### config.mk
export PLATFORM = sky130hd
export DESIGN_NAME = md_ctrl
export DESIGN_NICKNAME = d
export VERILOG_FILES = /design/src/rtl/md_ctrl.sv
export SDC_FILE = /design/constraint.sdc
export NUM_CORES = 1
export LEC_CHECK = 0
export BUFFER_PORTS_ARGS = -buffer_cell sky130_fd_sc_hd__buf_2
export CAP_MARGIN = 5
export CORE_ASPECT_RATIO = 1.75
export CORE_MARGIN = 2
export CORE_UTILIZATION = 50
export CTS_BUF_LIST = sky130_fd_sc_hd__clkbuf_16
export CTS_CLUSTER_SIZE = 40
export DETAILED_ROUTE_END_ITERATION = 12
export GPL_TIMING_DRIVEN = 0
export MAX_ROUTING_LAYER = met4
export PLACE_DENSITY_LB_ADDON = 0.25
export REMOVE_ABC_BUFFERS = 1
export SYNTH_ARGS = -nofsm -noshare
export SYNTH_HDL_FRONTEND = slang
export SYNTH_SLANG_ARGS = --single-unit
### constraint.sdc
create_clock -name clk -period 2.2 [get_ports clk]
set_input_delay 0.44 -clock clk [delete_from_list [all_inputs] [get_ports clk]]
set_output_delay 0.44 -clock clk [all_outputs]
set_load 0.005 [all_outputs]
### src/rtl/md_ctrl.sv
// md_ctrl: issue and hazard controller for the iterative mult/div unit.
// Decodes the E-stage HI/LO op, tracks unit latency and stalls D on hazards.
//
// Ports:
//   clk            rising-edge clock
//   reset          asynchronous active-low reset
//   d_md_use       D-stage instruction touches HI/LO or the unit
//   e_md_valid     E-stage instruction is a HI/LO writer
//   e_md_op        0 mult, 1 multu, 2 div, 3 divu, 4 mthi, 5 mtlo
//   e_flush        E-stage instruction is killed this cycle
//   md_busy        busy flag reported by the unit
//   md_start       start pulse to the unit (combinational)
//   md_op          op code to the unit, 7 when idle (combinational)
//   md_stall       freeze PC/F/D and bubble E (combinational)
//   md_cycles_left remaining busy cycles, 0 when idle
//   md_err         sticky controller/unit busy mismatch
//   stall_cnt      saturating count of stalled cycles
module md_ctrl #(
   parameter int MULT_CYCLES = 5,
   parameter int DIV_CYCLES  = 10
) (
   input  logic        clk,
   input  logic        reset,
   input  logic        d_md_use,
   input  logic        e_md_valid,
   input  logic [2:0]  e_md_op,
   input  logic        e_flush,
   input  logic        md_busy,
   output logic        md_start,
   output logic [2:0]  md_op,
   output logic        md_stall,
   output logic [3:0]  md_cycles_left,
   output logic        md_err,
   output logic [15:0] stall_cnt
);

   typedef enum logic {IDLE, RUN} state_t;

   localparam logic [3:0] MULT_LAT = 4'(MULT_CYCLES);
   localparam logic [3:0] DIV_LAT  = 4'(DIV_CYCLES);

   state_t     state, state_n;
   logic [3:0] cnt, cnt_n;
   logic       armed, armed_n;
   logic       go, run, issue;

   assign go    = e_md_valid & ~e_flush;
   assign run   = (state == RUN);
   assign issue = go & ~run & (e_md_op <= 3'd3);

   // State register plus the sticky error and stall counter.
   always_ff @(posedge clk or negedge reset) begin
      if (!reset) begin
         state     <= IDLE;
         cnt       <= 4'd0;
         armed     <= 1'b0;
         md_err    <= 1'b0;
         stall_cnt <= 16'd0;
      end else begin
         state <= state_n;
         cnt   <= cnt_n;
         armed <= armed_n;
         // The unit ignores reset, so the cross-check waits for the
         // first issue before it can trust md_busy.
         if (armed && (run != md_busy))
            md_err <= 1'b1;
         if (md_stall && (stall_cnt != 16'hFFFF))
            stall_cnt <= stall_cnt + 16'd1;
      end
   end

   // Next-state logic.
   always_comb begin
      state_n = state;
      cnt_n   = cnt;
      armed_n = armed;
      unique case (state)
         IDLE: begin
            if (issue) begin
               state_n = RUN;
               cnt_n   = e_md_op[1] ? DIV_LAT : MULT_LAT;
               armed_n = 1'b1;
            end
         end
         RUN: begin
            cnt_n = cnt - 4'd1;
            if (cnt == 4'd1)
               state_n = IDLE;
         end
      endcase
   end

   // Outputs. The unit acts on op 4/5 without start, so anything that is
   // not a live HI/LO op must present the idle code 7 (never 6).
   always_comb begin
      md_start = issue;
      md_op    = 3'd7;
      if (go && (e_md_op != 3'd6))
         md_op = e_md_op;
      md_stall = d_md_use & (run | issue);
   end

   assign md_cycles_left = cnt;

endmodule

==> impl_metrics.tcl, run 1 <==
set metrics [dict create \
    cp-end-kind "flop" \
    crit_slowest_cell "nor4_4" \
    globalRoute.totalOverflow 0 \
    yosysSeqAreaShare_pct 48.9 \
    drive_gt1_share_pct 34.7 \
    ir_drop_mv 0.652 \
    path_cells "ha_1 > nand4_1 > nor4_4 > buf_4 > nor2_1 > mux2_2" \
    grt_max_degree 24 \
    insertion_delay_ns 0.25 \
    die_y_um 68.2 \
    critPathMaxStageDelay_ns 0.49 \
    maxSlewHeadroom_pct 65.9 \
    synth_top_area_share_pct 48.9 \
    via_per_inst 5.72 \
    cts_setup_buffers 0 \
    clkPwrFrac_pct 25.8 \
    grt_util_all_layers_pct 20.5 \
    path_delay_family "simple AND/OR/NAND/NOR gates" \
    wl_met3_um 109 \
    period_needed_ns 2.00 \
    worstPathRequired_ns 2.34 \
    drtIter0Drc 10 \
    antenna_found_initial 0 \
    timing.hold.ws_ns 0.151 \
    num_antenna_cells 0 \
    power_density_mw_per_mm2 1030 \
    internal-power_w 0.00101 \
    rsz0062_at_grt "false" \
    status "finished, final reports clean" \
    gp_congestion 0.794 \
    dp.cells 165 \
    yosysWarnings 0 \
    critPathKind "flop to flop" \
    synth_area_mm2 0.00118 \
    fin_util_pct 64.8 \
    worstMarginPinSlew_ns 0.511 \
    drt_drc_violations_left 0 \
    rows 23 \
    grt_pass1_vias 889 \
    synthFlopType "dfrtp_1" \
    die-area_mm2 0.00277 \
    synth_area_leader_cell "dfrtp_1" \
    top_layer "met4" \
    switchingPower_w 0.000512 \
    cts_max_path_buffers 2 \
    critPathMaxFanout 8 \
    fmax_ghz 0.501 \
    yosysMostFrequentCell "dfrtp_1" \
    total_power_w 0.00152 \
    switching_share_pct 33.7 \
    start_kind "flop" \
    synthArstFlopShare_pct 100 \
    yosys.cell_types.count 30 \
    post_synth.cell_area_avg_um2 10.9 \
    cts_tree "done" \
    synthTopCellsByCount "23 x dfrtp_1, 16 x xor2_1, 7 x nand2_1, 7 x nor3_1" \
    combPwrFrac_pct 28.2 \
    die_x_um 40.7 \
    initial_core_util_pct 51.7 \
    ioPinCount 35 \
    wl_met1_um 960 \
    cts_sinks 23 \
    post-route-period-util_pct 90.8 \
    dr.pass1.iters 3 \
    fin_cells 169 \
    p_seq_share_pct 46.0 \
    grt_pass1_wl_um 3830 \
    vias 967 \
    synth_area_leaders "dfrtp_1 49%, xor2_1 12%, ha_1 3.2%" \
    numCtsBuffers 3 \
    fin_nets 157 \
    setup_viol 0 \
    htree_levels 1 \
    syn_to_final_growth_pct 25.2 \
    timing.final.max_slew_violations 0 \
    hold_viol 0 \
    path_buf_inv 1 \
    portBuffers 34 \
    synth_seq_cells 23 \
    post-dp-hpwl_um 1760 \
    cellLeakagePower_nw 0.733 \
    drv_cap 0 \
    final_antenna_net_count 0 \
    core_area_mm2 0.00227 \
    routed_wl_um 2450 \
    cp_data_arrival_time_ns 2.14 \
    synth_enable_flop_cells 0 \
    routed-wl-met2_um 1330 \
    synth_cells 108 \
    worst_hold_path_type "input port to asynchronous set/reset pin" \
    clk_pin_slew_worst_paths_ns 0.06 \
    clock-root-buffer "clkbuf_16" \
    wire_per_inst_um 14.5 \
    skew_ns 0.00274 \
]
cell type report:
type | instances | area, um^2
clock buffer | 3 | 75.1
clock inverter | 1 | 3.75
fill | 180 | 801
inverter | 4 | 15.0
multi-input combinational | 78 | 594
sequential | 23 | 576
tap | 25 | 31.3
timing repair buffer | 35 | 178
logic make-up after synthesis:
logic type | Yosys count | share of synthesized area (%)
buffers and inverters | 7 | 2.45
AND/OR/NAND/NOR | 46 | 24.8
XOR/XNOR | 18 | 13.4
flip-flops | 23 | 48.9
adder cells (fa/ha/maj) | 3 | 3.19
AO/OA/AOI/OAI | 10 | 6.28
multiplexers | 1 | 0.957
cell usage in the layout (no fill, tap or decap), types with 2 or more instances in the layout:
cell	n
buf_2	34
dfrtp_1	23
xor2_1	16
nand2_1	7
nor3_1	7
inv_1	5
nor2_1	5
nand4_1	5
nand3_1	5
nor4_1	4
or2_2	3
ha_1	3
clkbuf_16	3
a21o_1	2
nor4_4	2
o31ai_1	2
a211oi_1	2
a21oi_1	2
xnor2_1	2
timing repair:
action | in CTS | in global routing
endpoints found under the setup margin | 0 | 2
resized for setup | 0 | 2
hold buffers | 0 | 0
routing by layer:
layer | GRT usage (%) | up-vias
met2 | 34.7 | 28
met3 | 2.92 | 5
met5 | - | -
met1 | 22.7 | 476
met4 | 8.75 | 0
li1 | - | 458
power groups by stage:
stage,registers [W],clock network (W),logic [W]
after detailed placement,0.000702,0,0.000429
after global placement,0.000696,0,0.000413
after floorplan,0.000688,0,0.000253
final,0.000699,0.000391,0.000428
after global routing,0.000718,0.000409,0.000493
after CTS,0.000695,0.000396,0.000434
stage by stage:
stage	cell area [um^2]	worst slack [ns]	setup TNS, ns
final	1470	0.203	0
after global routing	1470	0.0941	0
after CTS	1460	0.0353	0
after detailed placement	1380	0.0778	0
after global placement	1360	-0.701	-6.58
after floorplan	1160	-0.313	-2.04
worst paths after layout:
kind / start / slack, ns / depth (start not counted) / to
worst max register to register: stall_cnt[0] / 0.20 / 6 / stall_cnt[1]
worst min register to register: md_err / 0.45 / 1 / md_err
worst max-delay path: stall_cnt[0] / 0.20 / 6 / stall_cnt[1]
worst min-delay path: reset / 0.15 / 1 / stall_cnt[9]
max in group asynchronous: reset / 1.71 / 1 / stall_cnt[4]
min in group clk: md_err / 0.45 / 1 / md_err
worst register-to-register path: stages (launching register included):
cell	delay (ns)
dfrtp_1	0.40
ha_1	0.19
nand4_1	0.21
nor4_4	0.49
buf_4	0.23
nor2_1	0.07
mux2_2	0.29
state kept, by name (all words and copies together) (netlist names):
name	flops
md_cycles_left	4
armed	1
md_err	1
stall_cnt	16
run	1
Note: power is estimated with default switching activity, not from simulation.
==> run 2, diff against run 1 <==
Settings changed: BUFFER_PORTS_ARGS -buffer_cell sky130_fd_sc_hd__buf_2 to not set, CORE_ASPECT_RATIO 1.75 to not set, CORE_UTILIZATION 50 to 60, DONT_BUFFER_PORTS set to 1.
==> run 2 against run 1 <==
Net effect: critical path depth fell by 4; fmax down 0.82%; clock-buffer cell count is the same; sequential power increased by 3%; global-route usage is 0.85 points higher; via count fell by 15%; setup slack worse by 0.016 ns; largest power group unchanged; highest routed layer unchanged.
==> impl_metrics.tcl, run 2 (synthesis results as in run 1) <==
set metrics [dict create \
    status "finished, final reports clean" \
    setup_viol 0 \
    post-place-ws_ns 0.0139 \
    holdPathStages 2 \
    gp_congestion 0.831 \
    drt_drc_violations_left 0 \
    routed_wl_um 2120 \
    via_per_inst 5.94 \
    grt_max_degree 24 \
    total_power_w 0.00140 \
    die-area_mm2 0.00233 \
    worstMarginPinSlew_ns 1.00 \
    ff2ff_path_depth 6 \
    die_y_um 48.3 \
    worstPathRequired_ns 1.76 \
    portBuffers 0 \
    min_to "md_err" \
    use_met1_pct 27.5 \
    largest-register "stall_cnt" \
    final_area_mm2 0.00132 \
    hold_viol 0 \
    drtIter0Drc 21 \
    cp-end-kind "output port" \
    numCtsBuffers 3 \
    drive_gt1_share_pct 15.2 \
    antenna_found_initial 0 \
    final_antenna_net_count 0 \
    maxSlewHeadroom_pct 33.0 \
    use_met3_pct 3.70 \
    num_antenna_cells 0 \
    grt_pass1_wl_um 3310 \
    syn_to_final_growth_pct 11.8 \
    rrSetupSlack_ns 0.27 \
    ir_drop_mv 0.718 \
    timing.final.max_slew_violations 0 \
    rsz0062_at_grt "false" \
    cts_sinks 23 \
    crit_slowest_cell "o21ai_2" \
    cts_tree "done" \
    period_needed_ns 2.01 \
    wire_per_inst_um 15.3 \
    final_common_cell "dfrtp_1" \
    clk_pin_slew_worst_paths_ns 0.06 \
    largest_reg_flops 16 \
    grt_util_all_layers_pct 21.3 \
    cts_max_path_buffers 2 \
    cp_data_arrival_time_ns 1.57 \
    fmax_ghz 0.497 \
    grt_pass1_vias 786 \
    met2_usage_pct 33.4 \
    globalRoute.totalOverflow 0 \
    reg2reg_to "stall_cnt[1]" \
    layout_common_cells "23 x dfrtp_1, 16 x xor2_1, 7 x nand2_1, 7 x nor3_1" \
    start_kind "flop" \
    skew_ns 0.00189 \
    power_density_mw_per_mm2 1070 \
    post-dp-hpwl_um 1510 \
    post-route-period-util_pct 91.5 \
    path_cells "o21ai_2 > inv_1" \
    die_x_um 48.3 \
    critPathMaxFanout 15 \
    cellLeakagePower_nw 0.595 \
    min-delay-start "md_busy" \
    worst_hold_path_type "input port to flop" \
    initial_core_util_pct 61.8 \
    final.setup.tns_ns 0 \
    insertion_delay_ns 0.25 \
    clock-root-buffer "clkbuf_16" \
    critPathMaxStageDelay_ns 0.62 \
    fin_nets 125 \
    postLayoutSetupSlackWorst_ns 0.186 \
    top_usage_layer "met2" \
    dpl_cell_area_mm2 0.00121 \
    rows 16 \
    drv_cap 0 \
    htree_levels 1 \
    rr_startpoint "stall_cnt[0]" \
    dr.pass1.iters 4 \
    ioPinCount 35 \
    core_area_mm2 0.00190 \
    vias 826 \
    critPathKind "flop to output port" \
]
==> run 2: what timing repair did <==
action | in CTS | in global routing
gates resized for setup | 1 | 0
pin swaps | 0 | 1
buffers inserted | 0 | 1
endpoints found under the setup margin | 1 | 1
endpoints found under the hold margin | 23 | 0
hold buffers | 1 | 0
==> run 2: through the flow <==
stage | util [%] | cells | hold slack, ns
5_1_grt | 69.1 | 139 | 0.433
6_report | 69.1 | 139 | 0.432
2_1_floorplan | - | 105 | 0.144
3_5_place_dp | 63.6 | 133 | 0.145
3_3_place_gp | 62.9 | 132 | 0.145
4_1_cts | 68.8 | 138 | 0.430
==> run 2: worst max-delay path by stage <==
stage          slack (ns)      endpoint  cells after the start         start
2_1_floorplan       -0.31  stall_cnt[1]                      5  stall_cnt[0]
3_3_place_gp        -0.83  stall_cnt[1]                      5  stall_cnt[0]
3_5_place_dp         0.01  stall_cnt[1]                      6  stall_cnt[0]
4_1_cts              0.11  stall_cnt[1]                      6  stall_cnt[0]
5_1_grt              0.09      md_stall                      2           run
6_report             0.19      md_stall                      2           run
==> run 2: where the power goes <==
group	internal (W)	leakage [nW]	total (W)	switching [W]
Sequential	0.000540	0.286	0.000718	0.000179
Clock	0.000242	0.0423	0.000381	0.000139
Combinational	0.000151	0.267	0.000305	0.000154
==> run 2: cell type report <==
cell class	count	area [um^2]
multi-input combinational	78	587
fill	153	587
sequential	23	576
clock buffer	3	75.1
tap	27	33.8
timing repair buffer	3	25.0
inverter	4	15.0
clock inverter	1	3.75
==> run 2: critical path: cells and delay by family (launching register included) <==
kind / cells / cell delay [ns]
AO/OA/AOI/OAI: 1 / 0.62
buffers and inverters: 1 / 0.17
flip-flops: 1 / 0.52
==> run 2: layer usage <==
metal,part of all wire [%],routed length [um]
met5,0,0
met3,6.8,145
met1,44,933
met2,49,1030
met4,0.52,11
==> run 3, diff against run 2 <==
Settings changed: CORE_UTILIZATION 60 to 55.
Clock period 2.2 ns to 1.7 ns, I/O delays scaled along.
==> run 3 against run 2 <==
Net effect: the flow now finishes with violations (negative setup slack); critical endpoint is now stall_cnt[7]; setup slack lost 0.24 ns; utilization is 7.8 points higher; cell count grew 7.9%; clock power grew 31%; final area up 16%; largest power group unchanged; flip-flop and latch count did not move; global-route usage rose by 0.69 points; non-clock buffer count rose by 11; first-iteration DRC count decreased by 38%; register-to-register slack got worse by 0.32 ns; via count grew 6.8%; hold slack got worse by 0.12 ns.
==> impl_metrics.tcl, run 3 (synthesis results as in run 1) <==
set metrics [dict create \
    seqCellArea_um2 584 \
    path_delay_family "simple AND/OR/NAND/NOR gates" \
    maxSlewHeadroom_pct 29.8 \
    clk_pin_slew_worst_paths_ns 0.06 \
    multiInputGateArea_um2 698 \
    insertion_delay_ns 0.25 \
    crit_slowest_cell "dfrtp_2" \
    drt_drc_violations_left 0 \
    status "complete, but fails checks" \
    fin_util_pct 77.0 \
    ff2ff_path_depth 7 \
    start_kind "flop" \
    layout_common_cells "16 x xor2_1, 16 x dfrtp_1, 11 x buf_4, 7 x nand2_1, 7 x dfrtp_2" \
    portBuffers 0 \
    fmax_ghz 0.571 \
    post-dp-hpwl_um 1520 \
    critPathMaxStageDelay_ns 0.43 \
    syn_to_final_growth_pct 29.7 \
    largest-register "stall_cnt" \
    ioPinCount 35 \
    initial_core_util_pct 59.3 \
    routed_wl_um 2660 \
    grt_max_degree 24 \
    final.setup.tns_ns -0.0548 \
    top_usage_layer "met2" \
    setup_viol 3 \
    cp_num_cells 7 \
    vias 882 \
    drive_gt1_share_pct 36.6 \
    grt_pass1_wl_um 4020 \
    rsz0062_at_grt "true" \
    core_area_mm2 0.00198 \
    rrSetupSlack_ns -0.05 \
    cts_sinks 23 \
    cts_tree "done" \
    rr_startpoint "stall_cnt[0]" \
    via_per_inst 5.88 \
    post-route-period-util_pct 103 \
    grt_pass1_vias 870 \
    use_met3_pct 8.04 \
    worstPathRequired_ns 1.86 \
    critPathMostFrequentCell "buf_4" \
    timing.final.max_slew_violations 0 \
    wire_per_inst_um 17.7 \
    critPathMaxFanout 4 \
    postLayoutSetupSlackWorst_ns -0.0498 \
    path_cells "ha_2 > nand4_1 > buf_4 > nor4_4 > buf_4 > nor4_2 > xor2_1" \
    cp-end-kind "flop" \
    die_y_um 50.2 \
    worstMarginPinSlew_ns 1.05 \
    skew_ns 0.00328 \
    clock-root-buffer "clkbuf_16" \
    fillCellCount 121 \
    rows 16 \
    path_buf_inv 2 \
    cp_data_arrival_time_ns 1.91 \
    die-area_mm2 0.00252 \
    grt_util_all_layers_pct 22.0 \
    met2_usage_pct 33.6 \
    reg2reg_to "stall_cnt[7]" \
    final_antenna_net_count 0 \
    dr.pass1.iters 4 \
    ir_drop_mv 1.10 \
    largest_reg_flops 16 \
    htree_levels 1 \
    drtIter0Drc 13 \
    worst_hold_path_type "input port to flop" \
    drv_cap 0 \
    hold_viol 0 \
    power_density_mw_per_mm2 1300 \
    use_met1_pct 26.7 \
    gp_congestion 0.793 \
    holdPathStages 3 \
    die_x_um 50.2 \
    globalRoute.totalOverflow 0 \
    num_antenna_cells 0 \
    cellLeakagePower_nw 0.661 \
    critPathKind "flop to flop" \
    cts_max_path_buffers 2 \
    violations "negative setup slack" \
    min_to "md_cycles_left[0]" \
    fin_nets 136 \
    min-delay-start "e_md_op[2]" \
    period_needed_ns 1.75 \
    antenna_found_initial 0 \
    numCtsBuffers 3 \
]
run 3: changes by cell type in the layout (fill, tap and decap cells not counted), moves of 2 or more:
cell / change
nor4_1: -3
buf_4: +9
nor3_2: +3
dfrtp_2: +7
nor3_1: -3
buf_6: +2
dfrtp_1: -7
nor4_4: +3
run 3: final cells by class:
cell class                 instances  share of cell area [%]
clock inverter                     1                   0.246
tap                               27                    2.21
timing repair buffer              14                    7.55
inverter                           4                   0.984
multi-input combinational         78                    45.8
clock buffer                       3                    4.92
sequential                        23                    38.3
run 3: worst register-to-register path: stages (launching register included):
cell     delay (ns)
dfrtp_2        0.43
ha_2           0.20
nand4_1        0.09
buf_4          0.15
nor4_4         0.04
buf_4          0.17
nor4_2         0.34
xor2_1         0.24
run 3: worst max-delay path by stage:
stage	start	endpoint	slack (ns)
finish	stall_cnt[0]	stall_cnt[7]	-0.05
global route	stall_cnt[11]	stall_cnt[5]	-0.1
CTS	stall_cnt[0]	stall_cnt[1]	-0.13
detailed placement	stall_cnt[0]	stall_cnt[1]	-0.48
global placement	stall_cnt[0]	stall_cnt[1]	-1.30
floorplan	stall_cnt[0]	stall_cnt[1]	-0.81
run 3: routing by layer:
| metal | wire length (um) | share of wire (%) | vias to the layer above |
|---|---|---|---|
| met1 | 1090 | 41 | 430 |
| li1 | - | - | 414 |
| met2 | 1380 | 52 | 34 |
| met4 | 26 | 0.98 | 0 |
| met5 | 0 | 0 | - |
| met3 | 172 | 6.5 | 4 |
run 3: report_power, final:
| group | switching, W | leakage [nW] | internal (W) |
|---|---|---|---|
| Sequential | 0.000250 | 0.276 | 0.000706 |
| Clock | 0.000185 | 0.0423 | 0.000314 |
| Combinational | 0.000236 | 0.343 | 0.000285 |
run 3: through the flow:
stage | instance area (um^2) | cells | worst slack, ns | hold WS, ns | power, W
CTS | 1430 | 146 | -0.131 | 0.318 | 0.00191
detailed placement | 1210 | 133 | -0.476 | 0.0449 | 0.00132
finish | 1530 | 150 | -0.0498 | 0.315 | 0.00198
global route | 1530 | 150 | -0.0999 | 0.340 | 0.00211
floorplan | 1160 | 105 | -0.813 | 0.0444 | 0.00122
global placement | 1200 | 132 | -1.30 | 0.0449 | 0.00129
run 3: what timing repair did:
action	in CTS	in global routing
setup buffers	8	4
pin swaps	6	11
resized for setup	15	14
hold buffers	1	0
endpoints found under the hold margin	23	0
setup endpoints to repair	15	15
